==> config.mk <==
export PLATFORM = sky130hd
export DESIGN_NAME = pic_fetch_unit
export DESIGN_NICKNAME = d
export VERILOG_FILES = /design/src/rtl/pic_fetch_unit.sv
export SDC_FILE = /design/constraint.sdc
export NUM_CORES = 1
export LEC_CHECK = 0
export CORE_MARGIN = 5
export CORE_UTILIZATION = 42
export CTS_CLUSTER_DIAMETER = 150
export DETAILED_ROUTE_END_ITERATION = 8
export GPL_TIMING_DRIVEN = 0
export PLACE_DENSITY_LB_ADDON = 0.2
export RECOVER_POWER = 50
export SLEW_MARGIN = 10
export SYNTH_ARGS = -nofsm -noshare
export SYNTH_HDL_FRONTEND = slang
export SYNTH_SLANG_ARGS = --single-unit
==> constraint.sdc <==
create_clock -name clk -period 1.49 [get_ports clk]
set_input_delay 0.2235 -clock clk [delete_from_list [all_inputs] [get_ports clk]]
set_output_delay 0.2235 -clock clk [all_outputs]
set_load 0.01 [all_outputs]
==> src/rtl/pic_fetch_unit.sv <==
// pic_fetch_unit: PIC10F200 instruction-fetch stage.
// Holds the program counter, the circular return stack and the instruction
// register, and steps them from the controller's PC, stack and IR strobes.
module pic_fetch_unit #(
    parameter int unsigned     PC_W        = 9,
    parameter int unsigned     IR_W        = 12,
    parameter int unsigned     STACK_DEPTH = 2,
    parameter logic [PC_W-1:0] RESET_VEC   = '0,
    localparam int unsigned    SP_W        = (STACK_DEPTH > 1) ? $clog2(STACK_DEPTH) : 1
) (
    input  logic              clk,
    input  logic              rst,
    input  logic              pc_inc,
    input  logic              pc_load,
    input  logic              pc_mux_sel,
    input  logic              ir_load,
    input  logic              stack_load,
    input  logic              stack_inc,
    input  logic              stack_dec,
    input  logic [IR_W-1:0]   rom_data,
    output logic [PC_W-1:0]   rom_addr,
    output logic [PC_W-1:0]   pc,
    output logic [IR_W-1:0]   ir_bus,
    output logic [PC_W-1:0]   stack_top,
    output logic [SP_W-1:0]   sp,
    output logic              stack_ovf,
    output logic              stack_unf
);

    localparam logic [2:0]      GOTO_OP = 3'b101;
    localparam logic [SP_W-1:0] SP_MAX  = SP_W'(STACK_DEPTH - 1);

    logic [PC_W-1:0] stack_mem [STACK_DEPTH];

    logic            is_goto;
    logic [PC_W-1:0] literal_pc;
    logic [PC_W-1:0] pc_next;
    logic [SP_W-1:0] sp_next;
    logic            ovf_next;
    logic            unf_next;

    // Combinational views: ROM is addressed straight from the PC, stack top is an async read
    assign rom_addr  = pc;
    assign stack_top = stack_mem[sp];

    // GOTO carries a 9-bit target; CALL only 8 bits, so its page bit is forced low
    always_comb begin
        is_goto    = (ir_bus[IR_W-1 -: 3] == GOTO_OP);
        literal_pc = is_goto ? PC_W'(ir_bus[8:0]) : PC_W'({1'b0, ir_bus[7:0]});
    end

    // Next PC: load beats increment beats hold; increment wraps silently
    always_comb begin
        pc_next = pc;
        if (pc_load) begin
            pc_next = pc_mux_sel ? literal_pc : stack_top;
        end else if (pc_inc) begin
            pc_next = pc + PC_W'(1);
        end
    end

    // Stack pointer steps modulo depth; wrapping either way latches a sticky flag
    always_comb begin
        sp_next  = sp;
        ovf_next = stack_ovf;
        unf_next = stack_unf;
        if (stack_inc && !stack_dec) begin
            sp_next = (sp == SP_MAX) ? '0 : sp + SP_W'(1);
            if (sp == SP_MAX) begin
                ovf_next = 1'b1;
            end
        end else if (stack_dec && !stack_inc) begin
            sp_next = (sp == '0) ? SP_MAX : sp - SP_W'(1);
            if (sp == '0) begin
                unf_next = 1'b1;
            end
        end
    end

    // PC, IR, stack pointer and flag registers
    always_ff @(posedge clk) begin
        if (rst) begin
            pc        <= RESET_VEC;
            ir_bus    <= '0;
            sp        <= '0;
            stack_ovf <= 1'b0;
            stack_unf <= 1'b0;
        end else begin
            pc        <= pc_next;
            sp        <= sp_next;
            stack_ovf <= ovf_next;
            stack_unf <= unf_next;
            if (ir_load) begin
                ir_bus <= rom_data;
            end
        end
    end

    // Return stack: writes the pre-edge PC into the pre-edge slot
    always_ff @(posedge clk) begin
        if (rst) begin
            for (int i = 0; i < int'(STACK_DEPTH); i++) begin
                stack_mem[i] <= '0;
            end
        end else if (stack_load) begin
            stack_mem[sp] <= pc;
        end
    end

endmodule

==> impl_results.md <==
* Status: finished, violations left
* Failing checks: negative setup slack
* Fmax at approximately 0.65 GHz
* Tcrit/Tclk final at 104%
* Hold Crit Class: input pin to flip-flop
* N_diodes at 0
* Wire length of the first global-routing pass at around 7800 um
* CTS Root Buffer Type: clkbuf_8
* Clk buf depth at 2
* Final setup vio count at 4
* Layout cells sized above 1 at ~26%
* Via Count at 1,606
* R2R depth at 5
* Hold depth at 3
* Post-synthesis cell area at 2030 um^2
* CP top delay family: flip-flops
* Commonest non-fill, non-tap cells in the layout: clkdlybuf4s50_1, and2_1, buf_4, edfxtp_1, nor2_1
* Gr usage total at 15.9%
* Drt drc at 0
* PwrDens at 952 nW/um^2
* TritonCTS clock tree: built
* Starting Density at a little over two fifths
* Final instance area at just under 3000 um^2
* Row count at 25
* Async S/R FF share, synth at 0%
* CP required at ~1.3 ns
* Max-cap viol count at 0
* Hold Slack at 0.252 ns
* Worst Setup Slack, final at -0.0544 ns
* Final cell count without fillers at roughly 320
* Gr ovfl total at 0
* Stages on worst setup path at 4
* Hold Fails Final Rpt at 0
* Synth cell types at 37
* Post-synth top flop: dfxtp_1
* Max stage delay on crit path at 0.36 ns
* Cell breakdown of the critical path: buf_6, buf_6, mux2_4, buf_6
* Worst slew pin tran at roughly 0.45 ns
* Period minus WS final at between 1.5 and 2 ns
* First-pass DRT Iterations at 4
* Worst setup EP type: output port
* Post-layout util at a little over three fifths
* Number of global-route vias before repair at ~1,600
* Area grow syn2layout at 45.8%
* Initial antenna violation count at 0
* Final slew viol count at 0
* Clock transition at path regs at about 0.08 ns
* DIE WIDTH at a little under 80 um
* Boundary Pins at 63
* # port buffers at between 50 and 60
* Fill cells at just over 400
* Dpl cell area at 2680 um^2
* Antenna Nets Post-Route at 0
* EDFF count, synth at 18
* Max Clock Skew at approximately 0.010 ns
* Mapped Avg Cell Area at around 11 um^2
* H-tree Lvls at 2
* CP bufs+invs at 3
* Core area at 4690 um^2
* Syn Inst Count at 182
* Die ar. at 6310 um^2
* Via/cell ratio at roughly 5
* Final GP Congestion at 0.778
* Crit path arrival time at approximately 1.3 ns
* Placed cells at 295
* Num CTS Buffers at 5
* Relative slew slack at between 60% and 70%
* CP max FO at 5
* Die height at about 79 um
* Leak at about 1.3 nW
* Top cell type's share of synthesized area at a little over a quarter
* Initial DRC Count at 75
* Wire per inst at ~15 um
* Worst vdd ir at 0.504 mV
* Most common cell after layout, fill and taps aside: clkdlybuf4s50_1
* TritonCTS Sinks at 43
* Ys Warns at 0
* Slowest CP cell: dfxtp_2
* Later-pin clock latency in the skew report at slightly below 0.3 ns
* Synth area leader: edfxtp_1
* Nets at around 290
* Top cell by count, worst path: buf_6
* Setup crit start kind: flip-flop
* Critical path type: flip-flop to output port
* Routed WL at ~4800 um
* Synthesized Nets at 206
* Hpwl dp at roughly 3400 um
* Largest net degree at the start of global routing at 14
* Register area share after synthesis at between 50% and 60%
* RSZ-0062 raised after global routing: yes
* Post-synthesis register bit count at between 40 and 50
* Power, Total at 2.81 mW
* Most area-consuming cells after synthesis: edfxtp_1, dfxtp_1, and2_1, mux2i_1, mux2_2
[sequential cells by signal, indices dropped and copies added (netlist names), named ones only]
register / flops
stack_unf: 1
stack_mem: 18
stack_ovf: 1
pc: 9
sp: 1
ir_bus: 12
[layer usage]
layer / part of all wire, % / global-route usage (%)
met5: 0 / 0
met4: 1.9 / 6.53
met3: 5.0 / 3.39
met2: 48 / 25.3
met1: 45 / 20.9
[cells in the mapped netlist (3+ instances only)]
cell and instances:
a21oi_1 4, a211o_1 3, nand4_1 5, o21ai_0 3, dfxtp_1 25, a211oi_1 5
buf_4 11, mux2i_1 14, edfxtp_1 18, clkbuf_1 4, nor3_1 3, ha_1 3
xor2_1 5, mux2_2 10, nor2_1 16, and2_1 23, inv_1 3
[power by group]
part	switching, mW	internal, mW	total (mW)	leakage (nW)
registers	0.0701	1.31	1.38	0.401
clock network	0.378	0.374	0.752	0.0482
logic	0.274	0.404	0.678	0.832
[per-stage QoR]
step	worst slack, ns	setup TNS (ns)
after floorplan	0.0448	0
after global placement	-0.923	-22.80
after detailed placement	-0.992	-24.09
after CTS	-0.0808	-0.257
after global routing	-0.0868	-0.593
final	-0.0544	-0.168
[worst min-delay path: cells and delay by family]
kind / cells / cell delay [ns]
buf+inv: 1 / 0.13
compound gates: 2 / 0.16
[final timing paths]
path,startpoint,end,slack (ns)
setup reg to reg,flip-flop,pc[5]$_SDFFE_PP0P_,0.06
setup / recovery,flip-flop,stack_top[5],-0.05
hold reg to reg,stack_unf$_SDFFE_PP0P_,stack_unf$_SDFFE_PP0P_,0.48
hold / removal,pc_mux_sel,pc[3]$_SDFFE_PP0P_,0.25
[area by class of cell]
class	instances	area (um^2)	area share, %
timing repair buffer	73	691	23.4
sequential	43	1070	36.4
tap	54	67.6	2.29
buffer	17	118	3.98
multi-input combinational	116	893	30.3
clock inverter	1	5.00	0.169
clock buffer	7	86.3	2.92
inverter	5	18.8	0.636
[repair_timing]
action                     CTS  global route
setup buffers                6             7
pin swaps                    0             2
cloned                       1             0
hold buffers                 0             0
setup endpoints to repair   64            27
resized for setup           89            13
[cells by family after synthesis]
| kind of cell | count (synthesis) | synth area share, % |
|---|---|---|
| AOI/OAI and AO/OA | 23 | 8.34 |
| xor gates and xnor gates | 5 | 2.16 |
| adders and majority gates | 3 | 1.85 |
| buffers and inverters | 23 | 6.79 |
| DFF | 43 | 51.4 |
| muxes | 25 | 13.2 |
| and+or+nand+nor | 60 | 16.2 |
Note: power is estimated with default switching activity, not from simulation.
